File: config.mk
export PLATFORM = sky130hd
export DESIGN_NAME = march_a_flat
export DESIGN_NICKNAME = d
export VERILOG_FILES = /design/src/rtl/march_a_if.sv /design/src/rtl/march_a.sv /design/src/flat_wrapper.sv
export SDC_FILE = /design/constraint.sdc
export NUM_CORES = 1
export LEC_CHECK = 0
export CAP_MARGIN = 15
export CORE_MARGIN = 10
export CORE_UTILIZATION = 36
export DETAILED_ROUTE_END_ITERATION = 6
export PLACE_DENSITY = 0.69
export SLEW_MARGIN = 20
export SYNTH_ARGS = -nofsm -noshare
export SYNTH_HDL_FRONTEND = slang
export SYNTH_SLANG_ARGS = --single-unit
File: constraint.sdc
create_clock -name clk -period 2.36 [get_ports clk]
set_input_delay 0.236 -clock clk [delete_from_list [all_inputs] [get_ports clk]]
set_output_delay 0.236 -clock clk [all_outputs]
set_load 0.01 [all_outputs]
File: src/rtl/march_a_if.sv
// Bus between the March A BIST controller and its surroundings: enable, SRAM
// read data in; SRAM address/data/write-enable and status out.
interface march_a_if;
    logic       en_in;
    logic [3:0] dat_in;
    logic [3:0] dat_out;
    logic [7:0] addr_out;
    logic       w_en_out;
    logic       rst_done;
    logic       err;

    modport slave (
        input  en_in, dat_in,
        output dat_out, addr_out, w_en_out, rst_done, err
    );

    modport master (
        output en_in, dat_in,
        input  dat_out, addr_out, w_en_out, rst_done, err
    );
endinterface

File: src/rtl/march_a.sv
// March A BIST controller for a 256 x 4 SRAM: one operation per clock, sticky
// mismatch flag, completion flag held while the enable stays high.
module march_a (
    input  logic      clk,
    input  logic      rst,
    march_a_if.slave  bus
);
    localparam logic [2:0] S_IDLE = 3'd0;
    localparam logic [2:0] S_M0   = 3'd1;
    localparam logic [2:0] S_M1   = 3'd2;
    localparam logic [2:0] S_M2   = 3'd3;
    localparam logic [2:0] S_M3   = 3'd4;
    localparam logic [2:0] S_M4   = 3'd5;
    localparam logic [2:0] S_DONE = 3'd6;

    logic [2:0] state_q, state_d;
    logic [7:0] addr_q, addr_d;
    logic [1:0] op_q, op_d;
    logic       err_q, err_d;

    logic active, op_rd, op_bg, op_last, desc, addr_end;

    // Operation decode: read/write, background bit, last op of the element.
    always_comb begin
        op_rd   = 1'b0;
        op_bg   = 1'b0;
        op_last = 1'b1;
        case (state_q)
            S_M0: begin op_rd = 1'b0;          op_bg = 1'b0;      op_last = 1'b1;          end
            S_M1: begin op_rd = (op_q == 2'd0); op_bg = op_q[0];  op_last = (op_q == 2'd3); end
            S_M2: begin op_rd = (op_q == 2'd0); op_bg = ~op_q[0]; op_last = (op_q == 2'd2); end
            S_M3: begin op_rd = (op_q == 2'd0); op_bg = ~op_q[0]; op_last = (op_q == 2'd3); end
            S_M4: begin op_rd = (op_q == 2'd0); op_bg = op_q[0];  op_last = (op_q == 2'd2); end
            default: ;
        endcase
    end

    assign active   = (state_q >= S_M0) && (state_q <= S_M4);
    assign desc     = (state_q == S_M3) || (state_q == S_M4);
    assign addr_end = desc ? (addr_q == 8'h00) : (addr_q == 8'hFF);

    always_comb begin
        state_d = state_q;
        addr_d  = addr_q;
        op_d    = op_q;
        err_d   = err_q;
        case (state_q)
            S_IDLE: begin
                if (bus.en_in) begin
                    state_d = S_M0;
                    addr_d  = 8'h00;
                    op_d    = 2'd0;
                    err_d   = 1'b0;
                end
            end
            S_M0, S_M1, S_M2, S_M3, S_M4: begin
                if (!bus.en_in) begin
                    state_d = S_IDLE;
                    addr_d  = 8'h00;
                    op_d    = 2'd0;
                end else begin
                    if (op_rd && (bus.dat_in != {4{op_bg}}))
                        err_d = 1'b1;
                    if (op_last) begin
                        op_d = 2'd0;
                        if (addr_end) begin
                            // M4 + 1 lands on DONE; M3 and M4 start from the top.
                            state_d = state_q + 3'd1;
                            addr_d  = (state_q == S_M2 || state_q == S_M3) ? 8'hFF : 8'h00;
                        end else begin
                            addr_d = desc ? addr_q - 8'd1 : addr_q + 8'd1;
                        end
                    end else begin
                        op_d = op_q + 2'd1;
                    end
                end
            end
            S_DONE: begin
                if (!bus.en_in)
                    state_d = S_IDLE;
            end
            default: state_d = S_IDLE;
        endcase
    end

    always_ff @(posedge clk or posedge rst) begin
        if (rst) begin
            state_q <= S_IDLE;
            addr_q  <= 8'h00;
            op_q    <= 2'd0;
            err_q   <= 1'b0;
        end else begin
            state_q <= state_d;
            addr_q  <= addr_d;
            op_q    <= op_d;
            err_q   <= err_d;
        end
    end

    assign bus.w_en_out = active & ~op_rd;
    assign bus.dat_out  = (active & ~op_rd) ? {4{op_bg}} : 4'h0;
    assign bus.addr_out = active ? addr_q : 8'h00;
    assign bus.rst_done = (state_q == S_DONE);
    assign bus.err      = err_q;
endmodule

File: src/flat_wrapper.sv
// flat-port wrapper written by rule: the top's interface ports become plain ports
module march_a_flat 
  (clk, rst, bus_en_in, bus_dat_in, bus_dat_out, bus_addr_out, bus_w_en_out, bus_rst_done, bus_err);
  march_a_if bus_i ();
  input  logic clk;
  input  logic rst;
  input wire logic [$bits(bus_i.en_in)-1:0] bus_en_in;
  input wire logic [$bits(bus_i.dat_in)-1:0] bus_dat_in;
  output wire logic [$bits(bus_i.dat_out)-1:0] bus_dat_out;
  output wire logic [$bits(bus_i.addr_out)-1:0] bus_addr_out;
  output wire logic [$bits(bus_i.w_en_out)-1:0] bus_w_en_out;
  output wire logic [$bits(bus_i.rst_done)-1:0] bus_rst_done;
  output wire logic [$bits(bus_i.err)-1:0] bus_err;
  assign bus_i.en_in = bus_en_in;
  assign bus_i.dat_in = bus_dat_in;
  assign bus_dat_out = bus_i.dat_out;
  assign bus_addr_out = bus_i.addr_out;
  assign bus_w_en_out = bus_i.w_en_out;
  assign bus_rst_done = bus_i.rst_done;
  assign bus_err = bus_i.err;
  march_a u_core (.clk(clk), .rst(rst), .bus(bus_i));
endmodule
==> results.txt, run 1 <==
- Run status: finished, violations left
- The checks that failed: setup timing.
* Clock tree sinks: 14
* Worst max-slew margin expressed relative to the limit: 0.594
* Post-Route Setup TNS: -49.8 ps
* Routed Wire Length: approximately 3.8 mm
* Number of enable-type register cells in the synthesized netlist: 0
- For the pin with the worst max-slew slack, the measured transition is roughly 610 ps.
- Maximum clock rate: roughly 410 MHz
- Antenna violations before repair: 0
* Post-Syn Area per Cell: approximately 8.4 sq um
* CTS HTree Levels: 1
* Pleak: 0.000954 uW
- In the synthesized netlist the dominant register cell turns out to be dfrtp_1.
- Of the total synthesized cell area, the portion taken by full adders, half adders and majority gates is 0.118.
* Clock root buffer: clkbuf_8
* Area of the die: roughly 6500 sq um
- Hold repair after CTS inserted 0 buffers.
- Total power density per cell area: a little under 600 nW/um^2
* Via count of the first global-routing pass: 1,349
- In the global route stage, overall resource usage came out at 0.118.
- Last weighted congestion value of the routability-driven placer: ~0.89
- Summed over all nets, the switching power comes to about 460 uW.
- For this block, the via count after detailed routing is 1,345.
- The internal portion of the total power is ~700 uW.
- 0 antenna diodes ended up in the layout.
- Number of cells after detailed placement: about 230
* Sequential area share after synthesis: 0.262
* Clock power share: 0.219
- Clock transition at path regs: about 70 ps
* Multiplexer share of the synthesized area: 0.0478
- Of the cells placed in the final design, the portion with a size suffix greater than 1 is 0.256.
- For this run, design rule violations remaining after detail routing come to 0.
- Counting flops with an async set or reset pin after synthesis yields a share of 1.00.
- Syn Nets: roughly 180
* Pin count of the biggest net entering global routing: 15
- Max-cap violations in this run came to 0.
- Using the TritonRoute via totals, the vias-per-cell ratio works out to 5.53.
* Final count of pins violating max slew: 0
* Endpoint arrival time on the critical path: approximately 2600 ps
- The worst setup path is launched from a flip-flop.
- Critical-path maximum fanout: 5
* Synthesized-area fraction occupied by ao, oa, aoi and oai cells: 0.240
- Post-synthesis register bit count: 14
- Max rail drop VDD: approximately 0.3 mV
- Placeable Area: roughly 3600 sq um
* Max Clock Skew: between 5 and 6 ps
- Share of the clock period used by the worst path: 1.02
* Final critical delay including setup and external delays: around 2400 ps
- The Yosys step of the flow raised 0 warnings.
- Setup repair after global routing could not meet its margin everywhere.
* # nets final: roughly 220
- Count of distinct cell types in the synthesized netlist: 49
- Setup violators final: 1
* Site row count: 22
* Final-report hold violation count: 0
- The share of total power dissipated in sequential elements is 0.265.
* Die span in x: roughly 81 microns
* Residual antenna-violating net count after detailed routing: 0
- Die Height: between 80 and 90 microns
- Switching part of the total: 0.402
* Maximum buffer depth of the clock tree: 2
- The later pin in the worst-skew pair is clocked with a latency of approximately 250 ps.
* Synthesized area: around 1300 sq um
* Most common library cell in the layout ignoring fill and taps: buf_4
- Area growth syn-to-layout: 43.3%
- Residual overflow from global routing: 0
- The library cells used most frequently in the layout, excluding fill and tap cells, are buf_4 (16), nor2_1 (13), dfrtp_1 (13), nand2_1 (10), nor2b_1 (9).
- Of the total synthesized cell area, the portion taken by AND, OR, NAND and NOR gates is 0.238.
- Number of port buffers: 21
- Final HPWL from detailed placement: approximately 2.7 mm
- In the synthesized netlist, the number of instances is between 150 and 200.
- Wire length of the first global-routing pass: 6.37 mm
* Logic gate share of total power: 0.516
- After layout, the worst setup slack is -49.8 ps.
- In this run the count of I/O pins placed on the die edge is 22.
- Combinational family with the most area after synthesis: compound AO/OA/AOI/OAI gates
- The filler cells instantiated in the layout total approximately 330.
- Of the total synthesized cell area, the portion taken by XOR and XNOR cells is 0.0328.
* Worst min-delay path class: in -> async
* Routed WL per cell: 15.7 microns
- Number of violations reported at the end of detailed-routing iteration 0: just over 80
- Number of non-filler instances in the completed layout: roughly 240
- CTS tree: yes
- Setup slack at placement: -121 ps
- In this run, CTS created clock tree buffers numbering 3.
- Starting density of the core: 0.368
- By startpoint and endpoint, the worst setup path is classified as reg -> reg.
- The worst setup path is captured at a flip-flop.
- Required arrival time at the worst endpoint: around 2500 ps
- Detailed Routing Iterations Pass 1: 4
## registers in the layout, summed over array words and instances, names as in the netlist
signal / count
u_core.op_q: 2
u_core.state_q: 3
u_core.bus.err: 1
u_core.addr_q: 8
## per-layer routing
| layer | GRT usage | part of all wire | wire length (microns) |
|---|---|---|---|
| met3 | 0.0265 | 0.070 | 268 |
| met5 | 0 | 0 | 0 |
| met1 | 0.138 | 0.44 | 1680 |
| met2 | 0.209 | 0.48 | 1820 |
| met4 | 0.0346 | 0.013 | 51 |
## power by group through the flow
stage,clock network (uW),registers [uW],logic [uW]
floorplan,0,295,333
global placement,0,297,529
detailed placement,0,299,544
CTS,254,301,578
global route,264,306,660
finish,250,303,589
## critical path: stages, from the launching register on
cell and delay (ps):
dfrtp_2 420, inv_2 60, ha_4 160, o21a_4 220
ha_1 310, a21oi_2 150, o211ai_1 140, o41ai_2 350
xnor2_1 190, mux2i_1 210, nand3_1 80
## metrics by stage
| step | utilization | hold slack [ps] | cell area, sq um | total power (uW) |
|---|---|---|---|---|
| 2_1_floorplan | - | 125 | 1370 | 628 |
| 3_3_place_gp | 0.467 | 535 | 1700 | 826 |
| 3_5_place_dp | 0.467 | 543 | 1700 | 842 |
| 4_1_cts | 0.513 | 386 | 1860 | 1130 |
| 5_1_grt | 0.527 | 429 | 1910 | 1230 |
| 6_report | 0.527 | 355 | 1910 | 1140 |
## repair_timing
action	4_1_cts	5_1_grt
gates resized for setup	18	16
endpoints found under the setup margin	7	19
setup buffers	4	1
endpoints found under the hold margin	0	0
pin swaps	11	4
## area by class of cell
class / count / area [sq um] / area share
repair buffers: 39 / 375 / 0.196
multi-input cells: 127 / 1030 / 0.539
well taps: 48 / 60.1 / 0.0314
flip-flops and latches: 14 / 352 / 0.184
inverters: 11 / 41.3 / 0.0216
clock buffers: 4 / 55.1 / 0.0288
## cells by family (layout without fill, tap and decap cells)
logic type | Yosys count | count (layout)
xor gates and xnor gates | 5 | 5
buffers and inverters | 18 | 54
adders and majority gates | 12 | 12
and+or+nand+nor | 61 | 61
DFF | 14 | 14
muxes | 5 | 5
AOI/OAI and AO/OA | 44 | 44
## final timing paths
check / startpoint / end / slack, ps / depth (start not counted)
setup / recovery: u_core.state_q[0] / u_core.addr_q[7] / -50 / 10
hold reg to reg: u_core.bus.err / u_core.bus.err / 550 / 2
setup reg to reg: u_core.state_q[0] / u_core.addr_q[7] / -50 / 10
min in group clk: u_core.bus.err / u_core.bus.err / 550 / 2
hold / removal: rst / u_core.addr_q[7] / 350 / 2
max in group asynchronous: rst / u_core.state_q[0] / 1570 / 2
## cells in the mapped netlist, types with 2 or more instances
cell type   n  area share
nor4_1      2      0.0094
buf_4       3       0.017
nand3_1     4       0.015
o21ai_0     9       0.034
o21a_1      3       0.017
o31a_1      2       0.013
ha_1       11        0.10
o31ai_1     3       0.017
dfrtp_1    14        0.26
and2_1      2      0.0094
nor2b_1     9       0.042
nand2_1    10       0.028
and3_1      2      0.0094
inv_1      10       0.028
a21oi_1     8       0.030
o41ai_1     2       0.013
nor2_1     15       0.042
nand2b_1    3       0.014
mux2i_1     3       0.022
buf_2       3       0.011
a22o_1      4       0.026
a211oi_1    2       0.011
nand4_1     3       0.014
nor3_1      4       0.015
xnor2_1     3       0.020
xor2_1      2       0.013
Note: power is estimated with default switching activity, not from simulation.
==> run 2, diff against run 1 <==
- CAP_MARGIN: 15 -> 20
- CTS_CLUSTER_SIZE: not set -> 28
- RECOVER_POWER: not set -> 50
==> run 2 against run 1 <==
  * The flow still finishes with violations (setup timing)
  * Clock skew increased by 0.67 ps
  * Sequential share of layout area increased by 0.060 points
  * Sequential cell count unchanged
  * Utilization decreased by 0.17 points
  * Total power decreased by 0.91%
  * Largest cell class unchanged
  * Maximum frequency about the same
  * Via count increased by 0.30%
==> results.txt, run 2 (same netlist as run 1, synthesis figures left out) <==
- Highest-count cells in the layout ignoring fill and taps: buf_4 (15), nor2_1 (14), dfrtp_1 (13), nand2_1 (10), nor2b_1 (9) (was buf_4 (16), nor2_1 (13), dfrtp_1 (13), nand2_1 (10), nor2b_1 (9)).
- Final count of pins violating max slew: 0 (unchanged)
- Area of the die: 6550 sq um (unchanged)
* Global-route usage over all layers: 0.118 (unchanged)
- The last weighted congestion value of the routability-driven placer was 0.890 (unchanged).
- Routed WL per cell: 15.8 microns (was 15.7 microns)
- Maximum buffer depth of the clock tree: 2 (unchanged)
- Max Clock Skew: 6.17 ps (was 5.51 ps)
- Later-pin clock latency in the skew report: 250 ps (about the same)
- Placeable Area: 3630 sq um (unchanged)
- Setup violators final: 1 (unchanged)
- CTS tree: yes (unchanged)
- The origin of the critical flop-to-flop path is u_core.state_q[0] (unchanged).
- Site row count: 22 (unchanged)
* Number of violations reported at the end of detailed-routing iteration 0: 73 (was 81)
- CP Capture Type: flip-flop (unchanged)
- The ratio of routed vias to standard cells came to 5.55 (was 5.53).
- The minimum clock period after layout is 2410 ps (about the same).
* Via count: 1,349 (was 1,345)
- Setup slack at placement: -121 ps (unchanged)
- The number of flip-flops in the largest register was 8 (unchanged).
- Pin count of the biggest net entering global routing: 15 (unchanged)
- Setup slack after layout: -49.9 ps (was -49.8 ps)
- Run status: finished, violations left (unchanged)
- The class of the tightest hold or removal check is in -> async (unchanged).
* Actual slew at the worst max-slew pin: 608 ps (about the same)
* Clock tree sinks: 14 (unchanged)
- Number of cell instances on the worst register-to-register path: 10 (unchanged)
- Number of cells after detailed placement: 234 (unchanged)
- Critical Setup Path Class: reg -> reg (unchanged)
* TritonCTS buffer count: 3 (unchanged)
- The root buffer cell was clkbuf_8 (unchanged).
* Critical-path maximum fanout: 5 (unchanged)
* Area growth syn-to-layout: 42.8% (was 43.3%)
* Max rail drop VDD: 0.301 mV (about the same)
- Pleak: 0.000954 uW (about the same)
- The clock-pin slew on the worst setup and hold paths was 70 ps (about the same).
* Critical path origin: u_core.state_q[0] (unchanged)
- The register bank with the most flops was u_core.addr_q (unchanged).
* Final antenna diode count: 0 (unchanged)
- The maximum level of the CTS H-tree was 1 (unchanged).
- Setup repair after global routing missed its margin: yes (unchanged)
* Starting density of the core: 0.368 (unchanged)
- Ratio of cells with drive above 1 in the final layout: 0.246 (was 0.256)
- The endpoint required time on the critical path was 2500 ps (about the same).
- Total Power: 1130 uW (was 1140 uW)
- The maximum clock frequency is 415 MHz (about the same).
* Routed Wire Length: 3.85 mm (was 3.83 mm)
* Die span in x: 80.9 microns (unchanged)
- Number of port buffers: 21 (unchanged)
- The startpoint type of the worst setup path is a flip-flop (unchanged).
* Share of the clock period used by the worst path: 1.02 (about the same)
* Detailed Routing Iterations Pass 1: 4 (unchanged)
- # DRC: 0 (unchanged)
- Largest registers in the final layout: u_core.addr_q x8, u_core.state_q x3, u_core.op_q x2 (unchanged).
* Die Height: 80.9 microns (unchanged)
* Final-report hold violation count: 0 (unchanged)
- Total power density per cell area: 593 nW/um^2 (was 597 nW/um^2)
- Worst max-slew margin expressed relative to the limit: 0.594 (about the same)
- The top-level I/O count is 22 (unchanged).
* Final HPWL from detailed placement: 2.73 mm (unchanged)
- Endpoint arrival time on the critical path: 2550 ps (about the same)
- Via count of the first global-routing pass: 1,349 (unchanged)
- The number of nets with antenna violations after routing came to 0 (unchanged).
- The first-pass GRT wire length was 6.37 mm (unchanged).
* Number of buffers added to fix hold violations after cts: 0 (unchanged)
- Number of non-filler instances in the completed layout: 243 (unchanged)
- The reg-to-reg setup timing slack is -50 ps (about the same).
- The endpoint of the lowest-slack register-to-register path is u_core.addr_q[7] (unchanged).
* Residual overflow from global routing: 0 (unchanged)
* # nets final: 215 (unchanged)
- Max cap viols: 0 (unchanged)
- Most common library cell in the layout ignoring fill and taps: buf_4 (unchanged)
- Failing checks: setup timing (unchanged).
* Antenna violations before repair: 0 (unchanged)
[run 2: cell types whose count changed in the layout (fill, tap and decap cells not counted), sizes merged]
cell and change:
clkdlybuf4s50 -2, dlygate4sd3 +2, buf -1, clkbuf +1
[run 2: final cells by class]
| class | instances | area (sq um) |
|---|---|---|
| clock buffers | 4 | 55.1 |
| fillers | 334 | 1730 |
| inverters | 11 | 41.3 |
| multi-input cells | 127 | 1030 |
| flip-flops and latches | 14 | 352 |
| well taps | 48 | 60.1 |
| repair buffers | 39 | 372 |
[run 2: worst max path at each step]
stage,endpoint,cells past startpoint
2_1_floorplan,u_core.addr_q[7],10
3_3_place_gp,u_core.addr_q[7],10
3_5_place_dp,u_core.addr_q[7],10
4_1_cts,u_core.addr_q[7],11
5_1_grt,u_core.addr_q[7],11
6_report,u_core.addr_q[7],10
[run 2: critical path, cell delays in order, from the launching register on]
cell and delay (ps):
dfrtp_2 420, inv_2 60, ha_4 160, o21a_4 220, ha_1 310, a21oi_2 150, o211ai_1 140, o41ai_2 350
xnor2_1 190, mux2i_1 210, nand3_1 80
[run 2: report_power, final]
| part | internal (uW) | switching (uW) |
|---|---|---|
| Clock | 148 | 102 |
| Sequential | 265 | 38.3 |
| Combinational | 260 | 318 |
[run 2: per-layer routing]
layer | vias to the layer above | share of wire | GRT usage
met4 | 0 | 0.012 | 0.0346
li1 | 656 | - | -
met1 | 637 | 0.44 | 0.138
met3 | 6 | 0.072 | 0.0265
met5 | - | 0 | 0
met2 | 50 | 0.48 | 0.209
[run 2: repair_timing]
action,4_1_cts,5_1_grt
setup endpoints to repair,7,19
gates resized for setup,18,16
pin swaps,11,4
buffers inserted,4,1
[run 2: through the flow]
stage	cell area, sq um	util	TNS, ps	hold slack (ps)
after detailed placement	1700	0.467	-142	543
after global routing	1910	0.525	-267	563
after floorplan	1370	-	0	125
after CTS	1860	0.513	-44.1	386
final	1910	0.525	-49.9	491
after global placement	1700	0.467	-51.8	535
